<file path="config.mk">
export PLATFORM = sky130hd
export DESIGN_NAME = posit_quire_arbiter
export DESIGN_NICKNAME = d
export VERILOG_FILES = /design/src/rtl/posit_quire_arbiter.sv
export SDC_FILE = /design/constraint.sdc
export NUM_CORES = 1
export LEC_CHECK = 0
export BUFFER_PORTS_ARGS = -buffer_cell sky130_fd_sc_hd__buf_2
export CAP_MARGIN = 25
export CELL_PAD_IN_SITES_DETAIL_PLACEMENT = 2
export CELL_PAD_IN_SITES_GLOBAL_PLACEMENT = 2
export CORE_UTILIZATION = 25
export DETAILED_ROUTE_END_ITERATION = 16
export PLACE_DENSITY = 0.85
export REMOVE_ABC_BUFFERS = 1
export SETUP_SLACK_MARGIN = 0.05
export SLEW_MARGIN = 20
export SYNTH_ARGS = -nofsm -noshare
export SYNTH_HDL_FRONTEND = slang
export SYNTH_SLANG_ARGS = --single-unit
</file>
<file path="constraint.sdc">
create_clock -name clk -period 3.4 [get_ports clk]
set_clock_uncertainty 0.2 [all_clocks]
set_input_delay 0.68 -clock clk [delete_from_list [all_inputs] [get_ports clk]]
set_output_delay 0.68 -clock clk [all_outputs]
set_load 0.01 [all_outputs]
</file>
<file path="src/rtl/posit_quire_arbiter.sv">
// Round-robin arbiter that serialises requester bursts into one shared posit quire MAC
// and routes each rounded result back to the requester that owned the burst.
module posit_quire_arbiter #(
    parameter int POSIT_WIDTH = 8,
    parameter int POSIT_ES    = 0,
    parameter int N_REQ       = 4,
    parameter int PIPE_LAT    = 3
) (
    input  logic                         clk,
    input  logic                         rst_n,
    input  logic [N_REQ-1:0]             req_valid,
    output logic [N_REQ-1:0]             req_ready,
    input  logic [N_REQ-1:0]             req_last,
    input  logic [N_REQ*POSIT_WIDTH-1:0] req_a,
    input  logic [N_REQ*POSIT_WIDTH-1:0] req_b,
    output logic                         unit_valid,
    output logic                         unit_first,
    output logic                         unit_last,
    output logic [POSIT_WIDTH-1:0]       unit_a,
    output logic [POSIT_WIDTH-1:0]       unit_b,
    input  logic                         unit_res_valid,
    input  logic [POSIT_WIDTH-1:0]       unit_res,
    output logic [N_REQ-1:0]             rsp_valid,
    output logic [POSIT_WIDTH-1:0]       rsp_data,
    output logic [$clog2(N_REQ)-1:0]     grant_id,
    output logic                         busy,
    output logic                         err
);

    localparam int IDW = $clog2(N_REQ);

    localparam logic [0:0] IDLE  = 1'b0;
    localparam logic [0:0] BURST = 1'b1;

    // POSIT_ES only travels with the operands; it is referenced here so bad sets are caught.
    if (N_REQ < 2 || N_REQ > 8 || PIPE_LAT < 1 || POSIT_ES < 0) begin : gBadParams
        $error("posit_quire_arbiter: unsupported parameter set");
    end

    logic [0:0]             state_q, state_d;
    logic [IDW-1:0]         rrPtr_q, rrPtr_d;
    logic [IDW-1:0]         lockId_q, lockId_d;
    logic [IDW-1:0]         candId;
    logic                   candFound;
    logic [IDW-1:0]         selId;
    logic                   xfer;
    logic                   xferLast;
    logic [POSIT_WIDTH-1:0] xferA, xferB;

    logic                   unitValid_q, unitValid_d;
    logic                   unitFirst_q, unitFirst_d;
    logic                   unitLast_q, unitLast_d;
    logic [POSIT_WIDTH-1:0] unitA_q, unitA_d;
    logic [POSIT_WIDTH-1:0] unitB_q, unitB_d;
    logic [IDW-1:0]         unitId_q, unitId_d;

    logic [PIPE_LAT-1:0]          tagValid_q;
    logic [PIPE_LAT-1:0][IDW-1:0] tagId_q;
    logic                         exitValid;
    logic [IDW-1:0]               exitId;
    logic                         rspHit;

    logic [N_REQ-1:0]       rspValid_q, rspValid_d;
    logic [POSIT_WIDTH-1:0] rspData_q, rspData_d;
    logic                   err_q, err_d;

    // Round-robin search starts just after the last requester that finished a burst.
    always_comb begin
        candId    = rrPtr_q;
        candFound = 1'b0;
        for (int k = 1; k <= N_REQ; k++) begin
            if (!candFound && req_valid[(int'(rrPtr_q) + k) % N_REQ]) begin
                candFound = 1'b1;
                candId    = IDW'((int'(rrPtr_q) + k) % N_REQ);
            end
        end
    end

    always_comb begin
        req_ready = '0;
        grant_id  = candId;
        if (state_q == BURST) begin
            req_ready[lockId_q] = 1'b1;
            grant_id            = lockId_q;
        end else if (candFound) begin
            req_ready[candId] = 1'b1;
        end
    end

    assign selId    = (state_q == BURST) ? lockId_q : candId;
    assign xfer     = req_valid[selId] & req_ready[selId];
    assign xferLast = req_last[selId];
    assign xferA    = req_a[int'(selId)*POSIT_WIDTH +: POSIT_WIDTH];
    assign xferB    = req_b[int'(selId)*POSIT_WIDTH +: POSIT_WIDTH];

    always_comb begin
        state_d  = state_q;
        rrPtr_d  = rrPtr_q;
        lockId_d = lockId_q;
        if (xfer) begin
            if (xferLast) begin
                state_d = IDLE;
                rrPtr_d = selId;
            end else if (state_q == IDLE) begin
                state_d  = BURST;
                lockId_d = selId;
            end
        end
    end

    always_comb begin
        unitValid_d = xfer;
        unitFirst_d = xfer & (state_q == IDLE);
        unitLast_d  = xfer & xferLast;
        unitA_d     = xfer ? xferA : unitA_q;
        unitB_d     = xfer ? xferB : unitB_q;
        unitId_d    = xfer ? selId : unitId_q;
    end

    assign exitValid = tagValid_q[PIPE_LAT-1];
    assign exitId    = tagId_q[PIPE_LAT-1];
    assign rspHit    = exitValid & unit_res_valid;

    // A result without a tag, or a tag without a result, is a MAC protocol violation.
    always_comb begin
        rspValid_d = '0;
        if (rspHit) begin
            rspValid_d[exitId] = 1'b1;
        end
        rspData_d = rspHit ? unit_res : rspData_q;
        err_d     = err_q | (exitValid ^ unit_res_valid);
    end

    always_ff @(posedge clk or negedge rst_n) begin
        if (!rst_n) begin
            state_q     <= IDLE;
            rrPtr_q     <= IDW'(N_REQ - 1);
            lockId_q    <= '0;
            unitValid_q <= 1'b0;
            unitFirst_q <= 1'b0;
            unitLast_q  <= 1'b0;
            unitA_q     <= '0;
            unitB_q     <= '0;
            unitId_q    <= '0;
            tagValid_q  <= '0;
            tagId_q     <= '0;
            rspValid_q  <= '0;
            rspData_q   <= '0;
            err_q       <= 1'b0;
        end else begin
            state_q     <= state_d;
            rrPtr_q     <= rrPtr_d;
            lockId_q    <= lockId_d;
            unitValid_q <= unitValid_d;
            unitFirst_q <= unitFirst_d;
            unitLast_q  <= unitLast_d;
            unitA_q     <= unitA_d;
            unitB_q     <= unitB_d;
            unitId_q    <= unitId_d;
            for (int k = PIPE_LAT - 1; k > 0; k--) begin
                tagValid_q[k] <= tagValid_q[k-1];
                tagId_q[k]    <= tagId_q[k-1];
            end
            tagValid_q[0] <= unitValid_q & unitLast_q;
            tagId_q[0]    <= unitId_q;
            rspValid_q    <= rspValid_d;
            rspData_q     <= rspData_d;
            err_q         <= err_d;
        end
    end

    assign unit_valid = unitValid_q;
    assign unit_first = unitFirst_q;
    assign unit_last  = unitLast_q;
    assign unit_a     = unitA_q;
    assign unit_b     = unitB_q;
    assign rsp_valid  = rspValid_q;
    assign rsp_data   = rspData_q;
    assign err        = err_q;
    assign busy       = (state_q == BURST) | (|tagValid_q);

endmodule

</file>
==> flow_metrics.py <==
metrics = {
    "critical_path": {
        "worst-path-buf-inv": 2,
        "cp.required_ns": 2.52,
        "end_kind": "output port",
        "crit_path_top_delay_cell": "dfstp_2",
        "critical_path_arrival_ns": 2.23,
        "rr_worst_depth": 9,
        "timing.rr.end": "lockId_q[1]$_DFFE_PN0P_",
        "cp-start-kind": "flip-flop",
        "crit_path_max_fanout": 12,
        "r2r_slack_ns": 0.40,
        "path_cells": "nand2b_1 -> a21oi_1 -> o41ai_4 -> buf_4 -> nor3_1 -> buf_2",
        "critical-path-top-delay-family": "compound AO/OA/AOI/OAI gates",
        "r2r-start": "rrPtr_q[0]$_DFFE_PN1P_",
        "path_class": "reg -> out",
        "critPathMaxStageDelay_ns": 0.59,
    },
    "clocking": {
        "cts-root-buf": "clkbuf_8",
        "cts_tree": "yes",
        "clk_pin_slew_worst_paths_ns": 0.09,
        "cts_buffer_depth": 2,
        "clock_sinks": 48,
        "clk_latency_ns": 0.30,
        "cts_buffers": 5,
        "cts_max_level": 2,
    },
    "synth": {
        "yosysUniqueCellTypes": 40,
        "syn_inst": 279,
        "syn_area_um2": 2445,
        "yosysWarnings": 0,
        "postSynthAreaPerCell_um2": 8.763,
        "ys_ff_latch": 48,
        "yosysSeqAreaShare_pct": 49.23,
    },
    "grt": {
        "gr-usage-all-layers_pct": 16.63,
        "grt-ovfl-total": 0,
        "grt_first_pass_wirelength_mm": 12.95,
        "grt_start_max_net_pins": 28,
        "grt_pass1_vias": 2675,
        "antenna_found_initial": 1,
    },
    "floorplan": {
        "coreArea_um2": 9371,
        "dieArea_um2": 10180,
        "die_w_um": 100.9,
        "pin_count": 122,
        "die_y_um": 100.9,
        "num_rows": 35,
        "start_util_pct": 26.09,
    },
    "final_layout": {
        "nFillCells": 1119,
        "fin_nets": 489,
        "final-instance-count-excl-fill": 535,
        "syn2layout_area_growth_pct": 38.59,
        "drive_gt1_share_pct": 39.90,
        "diodes": 0,
    },
    "placed_design": {
        "gp_congestion": 0.8015,
        "portBuffers": 121,
        "hpwl_mm": 6.713,
        "dp.cells": 524,
        "pre_cts_ws_ns": 0.06481,
    },
    "sta": {
        "final-setup-viol-count": 0,
        "tightest_slew_ns": 0.5310,
        "drv_slew": 0,
        "period_needed_ns": 3.110,
        "setup_tns_ns": 0,
        "max_freq_mhz": 321.5,
        "finalHoldViolCount": 0,
        "layout_worst_path_cycle_share_pct": 91.48,
        "fin_ws_ns": 0.2896,
        "rsz0062_at_grt": "false",
        "slew_headroom_pct": 64.60,
    },
    "detailed_routing": {
        "firstDrtPassIters": 3,
        "via_per_inst": 4.568,
        "wirelength_mm": 8.321,
        "drc": 0,
        "antenna_left": 0,
        "wl_per_cell_um": 15.55,
        "vias": 2444,
        "drt-initial-drc-count": 44,
    },
    "status": {
        "status": "completed",
    },
    "run": {
        "cap_violations": 0,
    },
    "hold_path": {
        "min_path_type": "in -> async",
    },
    "pwr": {
        "leakage_nw": 1.740,
        "finalPower_mw": 3.241,
        "ir_worst_vdd_uv": 288.2,
        "power.density_nw_per_um2": 956.7,
    },
}
## logic make-up (layout without fill, tap and decap cells)
group | count (synthesis) | in the layout | synth area share (%)
AND/OR/NAND/NOR | 145 | 145 | 27.64
multiplexers | 15 | 15 | 6.909
buffers and inverters | 34 | 161 | 5.322
flip-flops | 48 | 48 | 49.23
adder cells (fa/ha/maj) | 1 | 1 | 0.5117
AO/OA/AOI/OAI | 36 | 36 | 10.39
## timing repair
item,4_1_cts,5_1_grt
hold buffers,0,0
resized for setup,0,1
setup endpoints to repair,0,1
buffers inserted,0,3
hold endpoints to repair,0,0
## worst max-delay path by stage
stage                            from                 endpoint  slack, ns  depth (start not counted)
4_1_cts        rrPtr_q[0]$_DFFE_PN1P_              grant_id[1]       0.16                          5
5_1_grt        rrPtr_q[0]$_DFFE_PN1P_              grant_id[1]       0.13                          5
3_5_place_dp             req_valid[3]  lockId_q[1]$_DFFE_PN0P_       0.06                          9
3_3_place_gp             req_valid[3]  lockId_q[1]$_DFFE_PN0P_       0.24                          9
6_report       rrPtr_q[0]$_DFFE_PN1P_             req_ready[3]       0.29                          6
2_1_floorplan            req_valid[0]  lockId_q[1]$_DFFE_PN0P_      -0.60                          8
## metrics by stage
step / util [%] / hold slack [ns] / instance area [um^2]
after global routing: 36.15 / 0.1668 / 3388
final: 36.15 / 0.1473 / 3388
after global placement: 34.37 / 0.1316 / 3221
after detailed placement: 34.58 / 0.1393 / 3241
after CTS: 35.87 / 0.1551 / 3362
after floorplan: - / 0.1312 / 2386
## worst register-to-register path, cell delays in order, from the launching register on
cell and delay [ns]:
dfstp_2 0.59, nand2b_1 0.16, a21oi_1 0.13, o41ai_4 0.55, clkinvlp_4 0.30, buf_4 0.20, nand2_1 0.06, a22o_1 0.20
and3_4 0.22, mux2_4 0.29
## state kept, by name (all words and copies together) (netlist names), 2 cells and up
name,count
lockId_q,2
unit_b,8
rsp_valid,4
tagValid_q,3
exitId,2
rsp_data,8
tagId_q,4
unitId_q,2
rrPtr_q,2
unit_a,8
## routing by layer
| layer | GRT usage, % | vias up | share of wire (%) |
|---|---|---|---|
| met3 | 4.022 | 4 | 5.3 |
| met4 | 3.010 | 2 | 0.40 |
| li1 | - | 1184 | - |
| met5 | 0 | - | 0.22 |
| met1 | 17.38 | 1177 | 39 |
| met2 | 33.46 | 77 | 55 |
## where the power goes
part	switching, mW	internal (mW)	leakage [nW]
sequential	0.146	0.834	0.576
combinational	1.07	0.751	1.10
clock	0.195	0.241	0.0614
total	1.42	1.83	1.74
## placed cells by master, fill, tap and decap left out, types with 10 or more instances in the layout
cell / netlist / routed
buf_2: 2 / 121
buf_4: 0 / 12
nand3_1: 41 / 41
dfrtp_1: 46 / 46
mux2_2: 10 / 10
inv_1: 19 / 18
o21ai_0: 14 / 14
nor2_1: 10 / 10
nand2_1: 74 / 74
## Yosys cell counts
| cell | n | area, um^2 |
|---|---|---|
| nand2_1 | 74 | 277.8 |
| dfrtp_1 | 46 | 1151 |
| nand3_1 | 41 | 205.2 |
| inv_1 | 19 | 71.32 |
| o21ai_0 | 14 | 70.07 |
| clkbuf_1 | 12 | 45.04 |
| mux2_2 | 10 | 112.6 |
| nor2_1 | 10 | 37.54 |
| a21oi_1 | 6 | 30.03 |
| nand2b_1 | 4 | 25.02 |
| a31oi_1 | 3 | 18.77 |
| mux2i_1 | 3 | 30.03 |
| nor3_1 | 3 | 15.01 |
| o22a_1 | 3 | 26.28 |
| and2_1 | 2 | 12.51 |
| buf_2 | 2 | 10.01 |
| dfstp_2 | 2 | 52.55 |
| nor3b_1 | 2 | 15.01 |
| o22ai_1 | 2 | 12.51 |
| a221oi_2 | 1 | 15.01 |
| a22o_1 | 1 | 8.760 |
| a311o_1 | 1 | 10.01 |
| and3_1 | 1 | 6.260 |
| and3_4 | 1 | 11.26 |
| and3b_1 | 1 | 8.760 |
| buf_1 | 1 | 3.750 |
| ha_1 | 1 | 12.51 |
| mux2_1 | 1 | 11.26 |
| mux2_4 | 1 | 15.01 |
| nand3b_1 | 1 | 7.510 |
| nand3b_4 | 1 | 20.02 |
| nor2b_4 | 1 | 13.76 |
| nor4_1 | 1 | 6.260 |
| o2111ai_1 | 1 | 8.760 |
| o21bai_1 | 1 | 7.510 |
| o2bb2a_1 | 1 | 10.01 |
| o2bb2ai_1 | 1 | 8.760 |
| o41ai_4 | 1 | 27.53 |
| or2_2 | 1 | 6.260 |
| or4_1 | 1 | 7.510 |
## layout make-up
type | instances | area, um^2 | share of cell area [%]
well taps | 129 | 161.4 | 4.764
clock inverters | 2 | 38.79 | 1.145
clock buffers | 6 | 82.58 | 2.437
inverters | 19 | 75.07 | 2.216
multi-input cells | 197 | 1111 | 32.79
repair buffers | 134 | 715.7 | 21.12
flip-flops and latches | 48 | 1204 | 35.52
(Power assumes the default switching activity.)
